### config.mk
export PLATFORM = sky130hd
export DESIGN_NAME = vend_change_dispenser
export DESIGN_NICKNAME = d
export VERILOG_FILES = /design/src/rtl/vend_pkg.sv /design/src/rtl/vend_pend_counter.sv /design/src/rtl/vend_change_dispenser.sv
export SDC_FILE = /design/constraint.sdc
export NUM_CORES = 1
export LEC_CHECK = 0
export CAP_MARGIN = 20
export CORE_UTILIZATION = 59
export DETAILED_ROUTE_END_ITERATION = 6
export PLACE_DENSITY_LB_ADDON = 0.05
export SYNTH_ARGS = -nofsm -noshare
export SYNTH_HDL_FRONTEND = slang
export SYNTH_HIERARCHICAL = 1
export SYNTH_SLANG_ARGS = --single-unit
### constraint.sdc
create_clock -name clk -period 3.17 [get_ports clk]
set_input_delay 0.317 -clock clk [delete_from_list [all_inputs] [get_ports clk]]
set_output_delay 0.317 -clock clk [all_outputs]
set_load 0.1 [all_outputs]
### src/rtl/vend_pkg.sv
// Shared codes and types for the vending machine change dispenser.
// Change codes, FSM state encoding and hopper selection.
package vend_pkg;

    localparam logic [1:0] CHG_NONE = 2'b00;
    localparam logic [1:0] CHG_5    = 2'b01;
    localparam logic [1:0] CHG_10   = 2'b10;

    typedef enum logic [2:0] {
        IDLE,
        DRIVE,
        WAIT_SENSE,
        GAP,
        FAULT
    } state_t;

    typedef enum logic {
        SEL_5,
        SEL_10
    } coin_sel_t;

endpackage

### src/rtl/vend_pend_counter.sv
// Saturating pending-coin counter: +1, +2 and -1 in one cycle combine into a net
// update; clip flags an update that had to be held at the maximum.
module vend_pend_counter #(
    parameter int CNT_W = 4
) (
    input  logic             clk,
    input  logic             rst,
    input  logic             inc1,
    input  logic             inc2,
    input  logic             dec1,
    output logic [CNT_W-1:0] cnt,
    output logic             clip
);

    localparam logic [CNT_W+1:0] ONE  = {{(CNT_W+1){1'b0}}, 1'b1};
    localparam logic [CNT_W+1:0] TWO  = {{CNT_W{1'b0}}, 2'b10};
    localparam logic [CNT_W+1:0] MAXV = {2'b00, {CNT_W{1'b1}}};

    logic [CNT_W+1:0] sum;
    logic [CNT_W-1:0] cnt_d;

    always_comb begin
        sum = {2'b00, cnt};
        if (inc1) sum = sum + ONE;
        if (inc2) sum = sum + TWO;
        // Decrement is applied to the widened sum so a capture in the same cycle nets out
        if (dec1 && sum != '0) sum = sum - ONE;
        clip  = (sum > MAXV);
        cnt_d = clip ? MAXV[CNT_W-1:0] : sum[CNT_W-1:0];
    end

    always_ff @(posedge clk or negedge rst) begin
        if (!rst) cnt <= '0;
        else      cnt <= cnt_d;
    end

endmodule

### src/rtl/vend_change_dispenser.sv
// Change payout controller: queues owed coins from the vending FSM and fires the
// 5 rs / 10 rs hopper solenoids one coin at a time, confirming each drop.
module vend_change_dispenser
    import vend_pkg::*;
#(
    parameter int PULSE_CYCLES   = 4,
    parameter int GAP_CYCLES     = 2,
    parameter int TIMEOUT_CYCLES = 16,
    parameter int CNT_W          = 4
) (
    input  logic             clk,
    input  logic             rst,
    input  logic [1:0]       change,
    input  logic             coin_sense,
    input  logic             hopper5_empty,
    input  logic             hopper10_empty,
    input  logic             fault_clr,
    output logic             coin5_drive,
    output logic             coin10_drive,
    output logic             busy,
    output logic             fault,
    output logic             overflow,
    output logic [CNT_W-1:0] pend5,
    output logic [CNT_W-1:0] pend10
);

    localparam int TMAX = (PULSE_CYCLES > GAP_CYCLES)
                        ? ((PULSE_CYCLES > TIMEOUT_CYCLES) ? PULSE_CYCLES : TIMEOUT_CYCLES)
                        : ((GAP_CYCLES > TIMEOUT_CYCLES) ? GAP_CYCLES : TIMEOUT_CYCLES);
    localparam int TW = $clog2(TMAX + 1);

    localparam logic [TW-1:0] T_PULSE   = TW'(PULSE_CYCLES - 1);
    localparam logic [TW-1:0] T_GAP     = TW'(GAP_CYCLES - 1);
    localparam logic [TW-1:0] T_TIMEOUT = TW'(TIMEOUT_CYCLES - 1);

    state_t    state_q, state_d;
    coin_sel_t sel_q, sel_d;
    logic [TW-1:0] tmr_q, tmr_d;
    logic      seen_q, seen_d;
    logic      subst, dec5, dec10;
    logic      c5_q, c10_q;
    logic      clip5, clip10;
    logic      have5, have10;

    assign have5  = (pend5 != '0);
    assign have10 = (pend10 != '0);

    vend_pend_counter #(.CNT_W(CNT_W)) u_pend5 (
        .clk  (clk),
        .rst  (rst),
        .inc1 (change == CHG_5),
        .inc2 (subst),
        .dec1 (dec5),
        .cnt  (pend5),
        .clip (clip5)
    );

    vend_pend_counter #(.CNT_W(CNT_W)) u_pend10 (
        .clk  (clk),
        .rst  (rst),
        .inc1 (change == CHG_10),
        .inc2 (1'b0),
        .dec1 (dec10 | subst),
        .cnt  (pend10),
        .clip (clip10)
    );

    always_comb begin
        state_d = state_q;
        sel_d   = sel_q;
        tmr_d   = tmr_q;
        seen_d  = seen_q;
        subst   = 1'b0;
        dec5    = 1'b0;
        dec10   = 1'b0;
        unique case (state_q)
            IDLE: begin
                if (have10 && !hopper10_empty) begin
                    state_d = DRIVE;
                    sel_d   = SEL_10;
                    tmr_d   = T_PULSE;
                    seen_d  = 1'b0;
                end else if (have10 && !hopper5_empty) begin
                    // 10 rs hopper is dry: owe two 5 rs coins instead
                    subst = 1'b1;
                end else if (have5 && !hopper5_empty) begin
                    state_d = DRIVE;
                    sel_d   = SEL_5;
                    tmr_d   = T_PULSE;
                    seen_d  = 1'b0;
                end else if (have5 || have10) begin
                    state_d = FAULT;
                end
            end
            DRIVE: begin
                if (coin_sense) seen_d = 1'b1;
                if (tmr_q == '0) begin
                    state_d = WAIT_SENSE;
                    tmr_d   = T_TIMEOUT;
                end else begin
                    tmr_d = tmr_q - 1'b1;
                end
            end
            WAIT_SENSE: begin
                if (seen_q || coin_sense) begin
                    dec5    = (sel_q == SEL_5);
                    dec10   = (sel_q == SEL_10);
                    state_d = GAP;
                    tmr_d   = T_GAP;
                end else if (tmr_q == '0) begin
                    state_d = FAULT;
                end else begin
                    tmr_d = tmr_q - 1'b1;
                end
            end
            GAP: begin
                if (tmr_q == '0) state_d = IDLE;
                else             tmr_d   = tmr_q - 1'b1;
            end
            FAULT: begin
                if (fault_clr) state_d = IDLE;
            end
            default: state_d = IDLE;
        endcase
    end

    always_ff @(posedge clk or negedge rst) begin
        if (!rst) begin
            state_q  <= IDLE;
            sel_q    <= SEL_5;
            tmr_q    <= '0;
            seen_q   <= 1'b0;
            c5_q     <= 1'b0;
            c10_q    <= 1'b0;
            overflow <= 1'b0;
        end else begin
            state_q  <= state_d;
            sel_q    <= sel_d;
            tmr_q    <= tmr_d;
            seen_q   <= seen_d;
            c5_q     <= (state_d == DRIVE) && (sel_d == SEL_5);
            c10_q    <= (state_d == DRIVE) && (sel_d == SEL_10);
            overflow <= overflow | clip5 | clip10;
        end
    end

    assign coin5_drive  = c5_q;
    assign coin10_drive = c10_q;
    assign busy  = (state_q == DRIVE) || (state_q == WAIT_SENSE) || (state_q == GAP);
    assign fault = (state_q == FAULT);

endmodule
==> report_table.html, run 1 <==
<table>
<tr><th>Metric</th><th>Value</th></tr>
<tr><th colspan="2">Global routing</th></tr>
<tr><td>Overall global routing resource usage</td><td>between 20% and 30%</td></tr>
<tr><td>Overall overflow remaining after global route</td><td>0</td></tr>
<tr><td>Wire length of the first global-routing pass</td><td>between 8 and 9 mm</td></tr>
<tr><td>Maximum number of pins on one net before global-route repair</td><td>22</td></tr>
<tr><td>Antenna violations before repair</td><td>0</td></tr>
<tr><td>Number of global-route vias before repair</td><td>1,938</td></tr>
<tr><th colspan="2">Detailed routing</th></tr>
<tr><td>1st-pass router iterations</td><td>4</td></tr>
<tr><td>Wire length the detailed router placed on met1</td><td>2.46 mm</td></tr>
<tr><td>Via count of the routed design</td><td>between 2,000 and 2,500</td></tr>
<tr><td>Routed wire length</td><td>around 5.1 mm</td></tr>
<tr><td>WL/cell</td><td>~15 um</td></tr>
<tr><td>Uppermost metal layer occupied by signal nets</td><td>met4</td></tr>
<tr><td>Remaining DRCs</td><td>0</td></tr>
<tr><td>Number of DRC violations after detailed-routing iteration 0</td><td>~140</td></tr>
<tr><td>Post-DR vias/cell</td><td>6.19</td></tr>
<tr><td>Routed length on met3</td><td>between 150 and 200 um</td></tr>
<tr><td>Detail Route met2 WL</td><td>around 2.4 mm</td></tr>
<tr><td>Post-route antenna net violation count</td><td>0</td></tr>
<tr><th colspan="2">Final layout</th></tr>
<tr><td>Nets</td><td>305</td></tr>
<tr><td>Number of antenna cells inserted</td><td>0</td></tr>
<tr><td>Number of filler cells placed in the layout</td><td>approximately 330</td></tr>
<tr><td>Highest-count cells in the layout ignoring fill and taps</td><td>sky130_fd_sc_hd__nand2_1, sky130_fd_sc_hd__nor2_1, sky130_fd_sc_hd__dfrtp_1, sky130_fd_sc_hd__buf_4, sky130_fd_sc_hd__clkdlybuf4s50_1</td></tr>
<tr><td>Most common cell after layout, fill and taps aside</td><td>sky130_fd_sc_hd__nand2_1</td></tr>
<tr><td>Fraction of final layout cells sized beyond drive strength 1</td><td>18.2%</td></tr>
<tr><td>Area growth from synthesis to layout</td><td>11.4%</td></tr>
<tr><th colspan="2">Placement</th></tr>
<tr><td>Port-buffer cells</td><td>20</td></tr>
<tr><td>Post-DP HPWL</td><td>roughly 3.9 mm</td></tr>
<tr><td>Weighted congestion reported at the end of routability-driven placement</td><td>between 0.8 and 0.9</td></tr>
<tr><th colspan="2">Setup path</th></tr>
<tr><td>Worst-path maximum fanout</td><td>5</td></tr>
<tr><td>Worst setup path category</td><td>input port to register</td></tr>
<tr><td>CP Data Required Time</td><td>~3300 ps</td></tr>
<tr><td>Critical Path Start Type</td><td>input port</td></tr>
<tr><td>Endpoint of the worst register-to-register path</td><td>u_pend10/cnt[1]</td></tr>
<tr><td>Crit Reg-Reg Startpoint</td><td>u_pend10/cnt[0]</td></tr>
<tr><td>Register-to-Register Path Depth</td><td>8</td></tr>
<tr><td>Worst path arrival time</td><td>about 3000 ps</td></tr>
<tr><td>R2r setup slk</td><td>roughly 470 ps</td></tr>
<tr><td>Capturing element type of the critical path</td><td>register</td></tr>
<tr><th colspan="2">Synth</th></tr>
<tr><td>Post-Synthesis Cells</td><td>roughly 270</td></tr>
<tr><td>Number of flops mapped to enable cells by yosys</td><td>0</td></tr>
<tr><td>Warnings, synthesis</td><td>6</td></tr>
<tr><td>Share of flip-flops with an asynchronous set or reset after synthesis</td><td>100%</td></tr>
<tr><td>Unique masters post-synth</td><td>between 60 and 70</td></tr>
<tr><td>Cell area after synthesis</td><td>around 2300 um2</td></tr>
<tr><td>Number of flip-flops and latches in the synthesized netlist</td><td>21</td></tr>
<tr><td>Proportion of synthesized chip area in sequential cells</td><td>~22%</td></tr>
<tr><td>Top flip-flop cell by instance count after synthesis</td><td>sky130_fd_sc_hd__dfrtp_1</td></tr>
<tr><td>Synthesized area per cell</td><td>between 8 and 9 um2</td></tr>
<tr><td>Net Count, Synth</td><td>about 290</td></tr>
<tr><th colspan="2">Worst hold path</th></tr>
<tr><td>End point of the most critical hold path</td><td>overflow</td></tr>
<tr><td>Instance count along the most critical hold path</td><td>1</td></tr>
<tr><td>Path category of the worst min-delay check</td><td>register to register</td></tr>
<tr><td>Hold Startpoint</td><td>overflow</td></tr>
<tr><th colspan="2">Die</th></tr>
<tr><td>Die boundary height</td><td>approximately 65 um</td></tr>
<tr><td>Area of the placeable core</td><td>between 3000 and 4000 um2</td></tr>
<tr><td>I/O pin cnt</td><td>21</td></tr>
<tr><td>Floorplan die width</td><td>between 60 and 70 um</td></tr>
<tr><td>Effective utilization at floorplan</td><td>62.6%</td></tr>
<tr><td>Total Die Area</td><td>around 4200 um2</td></tr>
<tr><td>Row count</td><td>22</td></tr>
<tr><th colspan="2">Clock tree</th></tr>
<tr><td>Number of buffers created by CTS</td><td>3</td></tr>
<tr><td>Post-CTS resize count</td><td>0</td></tr>
<tr><td>Post CTS Setup Buffer Count</td><td>0</td></tr>
<tr><td>CTS Hold Buffers Added</td><td>0</td></tr>
<tr><td>TritonCTS clock tree</td><td>done</td></tr>
<tr><td>Clock Root Buffer</td><td>sky130_fd_sc_hd__clkbuf_8</td></tr>
<tr><td>Worst-Skew Late Latency</td><td>approximately 270 ps</td></tr>
<tr><td>Clock-pin slew on the worst setup and hold paths</td><td>approximately 80 ps</td></tr>
<tr><td>Count of clock tree sinks</td><td>21</td></tr>
<tr><td>CTS H-tree lvls</td><td>1</td></tr>
<tr><td>Number of buffers on the longest clock path</td><td>2</td></tr>
<tr><th colspan="2">STA</th></tr>
<tr><td>Post-Route Skew</td><td>around 7.4 ps</td></tr>
<tr><td>Highest attainable clock frequency</td><td>approximately 360 MHz</td></tr>
<tr><td>Max-Slew Margin vs Limit</td><td>between 30% and 40%</td></tr>
<tr><td>Tightest Pin Transition</td><td>995 ps</td></tr>
<tr><td>Worst hold slack</td><td>between 500 and 600 ps</td></tr>
<tr><td>Count of pins over their slew limit</td><td>0</td></tr>
<tr><td>Summed negative setup slack over all endpoints</td><td>0 ps</td></tr>
<tr><td>Setup repair after global routing missed its margin</td><td>false</td></tr>
<tr><td>Final count of hold timing violations</td><td>0</td></tr>
<tr><td>Post-route clock period utilization</td><td>approximately 90%</td></tr>
<tr><td>Setup Viol. Count Final</td><td>0</td></tr>
<tr><td>Final period demand of the worst path</td><td>between 2000 and 3000 ps</td></tr>
<tr><th colspan="2">Power</th></tr>
<tr><td>Power density normalized to cell area</td><td>around 1100 nW/um2</td></tr>
<tr><td>Lkg Pwr</td><td>slightly above 1 nW</td></tr>
<tr><td>Highest ir drop seen on vdd</td><td>about 0.00077 V</td></tr>
<tr><td>Power consumption</td><td>around 3.0 mW</td></tr>
<tr><th colspan="2">Job</th></tr>
<tr><td>Number of max-capacitance violations reported</td><td>0</td></tr>
<tr><th colspan="2">Status</th></tr>
<tr><td>Outcome</td><td>complete, no violations</td></tr>
</table>
-- synth_stat cells, types with 3 or more instances --
master | count | area [um2]
sky130_fd_sc_hd__o21ai_0 | 10 | 50.1
sky130_fd_sc_hd__or3_1 | 4 | 25.0
sky130_fd_sc_hd__nor3_4 | 3 | 48.8
sky130_fd_sc_hd__a221oi_1 | 4 | 35.0
sky130_fd_sc_hd__inv_1 | 13 | 48.8
sky130_fd_sc_hd__o22ai_1 | 3 | 18.8
sky130_fd_sc_hd__a32oi_1 | 3 | 26.3
sky130_fd_sc_hd__nor2b_1 | 6 | 37.5
sky130_fd_sc_hd__and2_1 | 4 | 25.0
sky130_fd_sc_hd__dfrtp_1 | 21 | 526
sky130_fd_sc_hd__buf_4 | 4 | 30.0
sky130_fd_sc_hd__ha_1 | 10 | 125
sky130_fd_sc_hd__nor2_1 | 21 | 78.8
sky130_fd_sc_hd__nand3b_1 | 5 | 37.5
sky130_fd_sc_hd__nor3_1 | 3 | 15.0
sky130_fd_sc_hd__buf_2 | 4 | 20.0
sky130_fd_sc_hd__a21oi_1 | 6 | 30.0
sky130_fd_sc_hd__a21o_1 | 3 | 22.5
sky130_fd_sc_hd__nand4_1 | 4 | 25.0
sky130_fd_sc_hd__clkbuf_1 | 5 | 18.8
sky130_fd_sc_hd__nand2_1 | 24 | 90.1
sky130_fd_sc_hd__or2_2 | 4 | 25.0
sky130_fd_sc_hd__and3_1 | 4 | 25.0
sky130_fd_sc_hd__xnor2_1 | 8 | 70.1
sky130_fd_sc_hd__nand3_1 | 9 | 45.0
sky130_fd_sc_hd__nand4b_1 | 4 | 35.0
sky130_fd_sc_hd__a311oi_1 | 4 | 35.0
sky130_fd_sc_hd__xor2_1 | 6 | 52.6
sky130_fd_sc_hd__o31ai_1 | 4 | 30.0
sky130_fd_sc_hd__a31oi_1 | 3 | 18.8
sky130_fd_sc_hd__buf_6 | 4 | 45.0
sky130_fd_sc_hd__o21a_1 | 6 | 45.0
sky130_fd_sc_hd__a211o_1 | 4 | 35.0
-- report_power, final --
group / internal [mW] / switching [mW] / total (mW)
registers: 0.380 / 0.202 / 0.582
clock network: 0.0889 / 0.0984 / 0.187
logic: 0.804 / 1.42 / 2.22
-- routing by layer --
metal	vias up	track usage, %
met5	-	0
met4	0	6.79
met3	6	3.17
met2	43	46.5
met1	982	33.9
li1	1036	-
-- stage by stage --
step	area [um2]	utilization (%)	setup slack, ps	instances
global placement	2560	68.4	186	330
CTS	2610	69.8	399	334
detailed placement	2560	68.4	113	330
floorplan	2350	-	66.0	268
finish	2610	69.8	357	334
global route	2610	69.8	208	334
-- logic make-up after synthesis --
kind of cell	synth area share, %
AO/OA/AOI/OAI	27.7
AND/OR/NAND/NOR	28.2
flip-flops	22.4
buffers and inverters	6.94
XOR/XNOR	5.23
other	0.160
adder cells (fa/ha/maj)	5.34
multiplexers	3.95
-- layout make-up --
| type | instances | area, um2 | share of cell area, % |
|---|---|---|---|
| clock buffer | 3 | 41.3 | 1.58 |
| sequential | 21 | 531 | 20.3 |
| clock inverter | 1 | 7.51 | 0.287 |
| multi-input combinational | 217 | 1660 | 63.4 |
| tap | 48 | 60.1 | 2.30 |
| inverter | 13 | 48.8 | 1.87 |
| timing repair buffer | 31 | 268 | 10.3 |
-- worst max-delay path: stages --
cell and delay (ps):
sky130_fd_sc_hd__clkdlybuf4s50_1 470, sky130_fd_sc_hd__nor2b_1 380, sky130_fd_sc_hd__mux2i_1 300, sky130_fd_sc_hd__inv_1 80, sky130_fd_sc_hd__ha_1 330, sky130_fd_sc_hd__inv_1 70, sky130_fd_sc_hd__a221oi_2 420, sky130_fd_sc_hd__o21a_1 200
sky130_fd_sc_hd__a311oi_1 50, sky130_fd_sc_hd__or3b_1 350
-- state kept, by name, summed over array words and instances, names as in the netlist --
name,flops
coin5_drive,1
overflow,1
state_q,3
coin10_drive,1
u_pend10/cnt,4
sel_q,1
seen_q,1
tmr_q,5
u_pend5/cnt,4
-- worst max path at each step --
stage / start / to / slack (ps) / cells after the start
finish: change[0] / u_pend5/cnt[1] / 360 / 10
global route: change[0] / u_pend5/cnt[1] / 210 / 10
CTS: change[0] / u_pend5/cnt[1] / 400 / 10
detailed placement: change[0] / u_pend5/cnt[1] / 110 / 10
global placement: hopper10_empty / u_pend10/cnt[1] / 190 / 9
floorplan: u_pend5/cnt[1] / u_pend5/cnt[1] / 70 / 9
(Power assumes the default switching activity.)
==> run 2, diff against run 1 <==
Settings changed: RECOVER_POWER from default to 25.
==> run 2 against run 1 <==
  * First-iteration DRC count stayed put
  * Highest routed layer unchanged
  * Die area stayed put
  * Via count stayed put
==> report_table.html, run 2 (synthesis results as in run 1) <==
<table>
<tr><th>Metric</th><th>Value</th></tr>
<tr><th colspan="2">Clock tree</th></tr>
<tr><td>Worst-Skew Late Latency</td><td>270 ps (about the same)</td></tr>
<tr><td>Number of buffers on the longest clock path</td><td>2 (unchanged)</td></tr>
<tr><td>CTS Hold Buffers Added</td><td>0 (unchanged)</td></tr>
<tr><td>Clock Root Buffer</td><td>sky130_fd_sc_hd__clkbuf_8</td></tr>
<tr><td>Number of buffers created by CTS</td><td>3 (unchanged)</td></tr>
<tr><td>Post CTS Setup Buffer Count</td><td>0 (unchanged)</td></tr>
<tr><td>Count of clock tree sinks</td><td>21 (unchanged)</td></tr>
<tr><td>CTS H-tree lvls</td><td>1 (unchanged)</td></tr>
<tr><td>Post-CTS resize count</td><td>0 (unchanged)</td></tr>
<tr><td>Clock-pin slew on the worst setup and hold paths</td><td>80 ps (about the same)</td></tr>
<tr><td>TritonCTS clock tree</td><td>done</td></tr>
<tr><th colspan="2">Final layout</th></tr>
<tr><td>Registers with the most flip-flops</td><td>tmr_q x5, u_pend10/cnt x4, u_pend5/cnt x4</td></tr>
<tr><td>Number of antenna cells inserted</td><td>0 (unchanged)</td></tr>
<tr><td>Fraction of final layout cells sized beyond drive strength 1</td><td>18.2% (unchanged)</td></tr>
<tr><td>Largest reg by FF count</td><td>tmr_q</td></tr>
<tr><td>Max reg flops</td><td>5 (unchanged)</td></tr>
<tr><td>Most common cell after layout, fill and taps aside</td><td>sky130_fd_sc_hd__nand2_1</td></tr>
<tr><td>Nets</td><td>305 (unchanged)</td></tr>
<tr><td>Area growth from synthesis to layout</td><td>11.4% (unchanged)</td></tr>
<tr><td>Core occupancy in the finished layout</td><td>69.8% (unchanged)</td></tr>
<tr><td>Number of filler cells placed in the layout</td><td>329 (unchanged)</td></tr>
<tr><td>Highest-count cells in the layout ignoring fill and taps</td><td>sky130_fd_sc_hd__nand2_1, sky130_fd_sc_hd__nor2_1, sky130_fd_sc_hd__dfrtp_1, sky130_fd_sc_hd__buf_4</td></tr>
<tr><th colspan="2">Setup path</th></tr>
<tr><td>Worst path arrival time</td><td>2960 ps (about the same)</td></tr>
<tr><td>Capturing element type of the critical path</td><td>register</td></tr>
<tr><td>Critical Path Start Type</td><td>input port</td></tr>
<tr><td>Endpoint of the worst register-to-register path</td><td>u_pend10/cnt[1]</td></tr>
<tr><td>Cell class contributing the biggest share of worst-path delay</td><td>simple AND/OR/NAND/NOR gates</td></tr>
<tr><td>Longest individual stage delay on the worst path</td><td>470 ps (about the same)</td></tr>
<tr><td>Most repeated library cell on the critical path</td><td>sky130_fd_sc_hd__inv_1</td></tr>
<tr><td>R2r setup slk</td><td>470 ps (about the same)</td></tr>
<tr><td>Worst setup path category</td><td>input port to register</td></tr>
<tr><td>Number of buffers and inverters on the critical path</td><td>3 (unchanged)</td></tr>
<tr><td>Register-to-Register Path Depth</td><td>8 (unchanged)</td></tr>
<tr><td>CP Data Required Time</td><td>3310 ps (about the same)</td></tr>
<tr><td>Logic depth of the worst path, buffers included</td><td>10 (unchanged)</td></tr>
<tr><td>Cell chain of the critical path</td><td>clkdlybuf4s50_1, nor2b_1, mux2i_1, inv_1, ha_1, inv_1, a221oi_2, o21a_1, a311oi_1, or3b_1</td></tr>
<tr><td>Start point of the critical path</td><td>change[0]</td></tr>
<tr><td>Worst-path maximum fanout</td><td>5 (unchanged)</td></tr>
<tr><td>Max stage delay cell, worst path</td><td>sky130_fd_sc_hd__clkdlybuf4s50_1</td></tr>
<tr><td>Crit Reg-Reg Startpoint</td><td>u_pend10/cnt[0]</td></tr>
<tr><td>Endpoint of the worst setup timing path</td><td>u_pend5/cnt[1]</td></tr>
<tr><th colspan="2">Placement</th></tr>
<tr><td>Weighted congestion reported at the end of routability-driven placement</td><td>0.884 (unchanged)</td></tr>
<tr><td>Port-buffer cells</td><td>20 (unchanged)</td></tr>
<tr><td>Place WS</td><td>113 ps (unchanged)</td></tr>
<tr><td>Post-DP HPWL</td><td>3.91 mm (unchanged)</td></tr>
<tr><th colspan="2">STA</th></tr>
<tr><td>Least setup slack across all paths after layout</td><td>357 ps (unchanged)</td></tr>
<tr><td>Summed negative setup slack over all endpoints</td><td>0 ps (unchanged)</td></tr>
<tr><td>Tightest Pin Transition</td><td>995 ps (unchanged)</td></tr>
<tr><td>Max-Slew Margin vs Limit</td><td>33.4% (unchanged)</td></tr>
<tr><td>Setup repair after global routing missed its margin</td><td>false</td></tr>
<tr><td>Post-route clock period utilization</td><td>88.7% (unchanged)</td></tr>
<tr><td>Post-Route Skew</td><td>7.35 ps (unchanged)</td></tr>
<tr><td>Highest attainable clock frequency</td><td>356 MHz (unchanged)</td></tr>
<tr><td>Count of pins over their slew limit</td><td>0 (unchanged)</td></tr>
<tr><td>Final period demand of the worst path</td><td>2810 ps (unchanged)</td></tr>
<tr><td>Setup Viol. Count Final</td><td>0 (unchanged)</td></tr>
<tr><td>Final count of hold timing violations</td><td>0 (unchanged)</td></tr>
<tr><th colspan="2">Detailed routing</th></tr>
<tr><td>Routed wire length</td><td>5.10 mm (unchanged)</td></tr>
<tr><td>Number of DRC violations after detailed-routing iteration 0</td><td>141 (unchanged)</td></tr>
<tr><td>Via count of the routed design</td><td>2,067 (unchanged)</td></tr>
<tr><td>Remaining DRCs</td><td>0 (unchanged)</td></tr>
<tr><td>1st-pass router iterations</td><td>4 (unchanged)</td></tr>
<tr><td>Post-route antenna net violation count</td><td>0 (unchanged)</td></tr>
<tr><td>Post-DR vias/cell</td><td>6.19 (unchanged)</td></tr>
<tr><td>WL/cell</td><td>15.3 um (unchanged)</td></tr>
<tr><th colspan="2">Worst hold path</th></tr>
<tr><td>Path category of the worst min-delay check</td><td>register to register</td></tr>
<tr><th colspan="2">Die</th></tr>
<tr><td>Area of the placeable core</td><td>3740 um2 (unchanged)</td></tr>
<tr><td>Row count</td><td>22 (unchanged)</td></tr>
<tr><td>Die boundary height</td><td>65.0 um (unchanged)</td></tr>
<tr><td>Floorplan die width</td><td>65.0 um (unchanged)</td></tr>
<tr><td>Total Die Area</td><td>4230 um2 (unchanged)</td></tr>
<tr><td>I/O pin cnt</td><td>21 (unchanged)</td></tr>
<tr><td>Effective utilization at floorplan</td><td>62.6% (unchanged)</td></tr>
<tr><th colspan="2">Power</th></tr>
<tr><td>Highest ir drop seen on vdd</td><td>0.000772 V (unchanged)</td></tr>
<tr><td>Power density normalized to cell area</td><td>1150 nW/um2 (about the same)</td></tr>
<tr><td>Lkg Pwr</td><td>1.03 nW (about the same)</td></tr>
<tr><th colspan="2">Global routing</th></tr>
<tr><td>Overall overflow remaining after global route</td><td>0 (unchanged)</td></tr>
<tr><td>Antenna violations before repair</td><td>0 (unchanged)</td></tr>
<tr><td>Overall global routing resource usage</td><td>26.4% (unchanged)</td></tr>
<tr><td>Number of global-route vias before repair</td><td>1,938 (unchanged)</td></tr>
<tr><td>Wire length of the first global-routing pass</td><td>8.78 mm (unchanged)</td></tr>
<tr><td>Maximum number of pins on one net before global-route repair</td><td>22 (unchanged)</td></tr>
<tr><th colspan="2">Job</th></tr>
<tr><td>Number of max-capacitance violations reported</td><td>0 (unchanged)</td></tr>
<tr><th colspan="2">Status</th></tr>
<tr><td>Outcome</td><td>complete, no violations</td></tr>
</table>
## run 2: changes by cell type in the layout (fill, tap and decap cells not counted)
cell and delta:
sky130_fd_sc_hd__clkdlybuf4s50_1 -1, sky130_fd_sc_hd__dlygate4sd3_1 +1
## run 2: how the worst min path moves through the flow
stage | start | endpoint | slack [ps] | cells after the start
after floorplan | rst | coin10_drive | 20 | 0
after global placement | overflow | overflow | 500 | 1
after detailed placement | overflow | overflow | 500 | 1
after CTS | overflow | overflow | 520 | 1
after global routing | overflow | overflow | 520 | 1
final | overflow | overflow | 510 | 1
## run 2: power breakdown
group / total (mW) / switching, mW / internal (mW)
Sequential: 0.582 / 0.202 / 0.380
Combinational: 2.22 / 1.42 / 0.804
Clock: 0.187 / 0.0984 / 0.0889
Total: 2.99 / 1.72 / 1.27
## run 2: cell type report
| cell class | count | area, um2 | area share [%] |
|---|---|---|---|
| Clock buffer | 3 | 41.3 | 1.58 |
| Clock inverter | 1 | 7.51 | 0.287 |
| Sequential cell | 21 | 531 | 20.3 |
| Timing Repair Buffer | 31 | 268 | 10.3 |
| Tap cell | 48 | 60.1 | 2.30 |
| Inverter | 13 | 48.8 | 1.87 |
| Multi-Input combinational cell | 217 | 1660 | 63.4 |
## run 2: layer usage
layer	routed length, um	share of wire [%]	track usage, %
met1	2460	48	33.9
met4	34	0.67	6.79
met5	0	0	0
met3	194	3.8	3.17
met2	2410	47	46.5
## run 2: worst reg2reg max path: stages, from the launching register on
cell	delay, ps
sky130_fd_sc_hd__dfrtp_2	480
sky130_fd_sc_hd__ha_1	370
sky130_fd_sc_hd__mux2i_1	220
sky130_fd_sc_hd__xor2_1	290
sky130_fd_sc_hd__ha_1	250
sky130_fd_sc_hd__nand2_1	130
sky130_fd_sc_hd__or2_2	330
sky130_fd_sc_hd__o21ai_0	140
sky130_fd_sc_hd__or3b_1	360
## run 2: metrics by stage
stage               area [um2]  total power [mW]  cells  hold WS (ps)
global route              2610              3.23    334           523
global placement          2560              2.76    330           498
detailed placement        2560              2.79    330           502
CTS                       2610              2.99    334           524
floorplan                 2350              2.37    268          21.4
finish                    2610              2.99    334           514
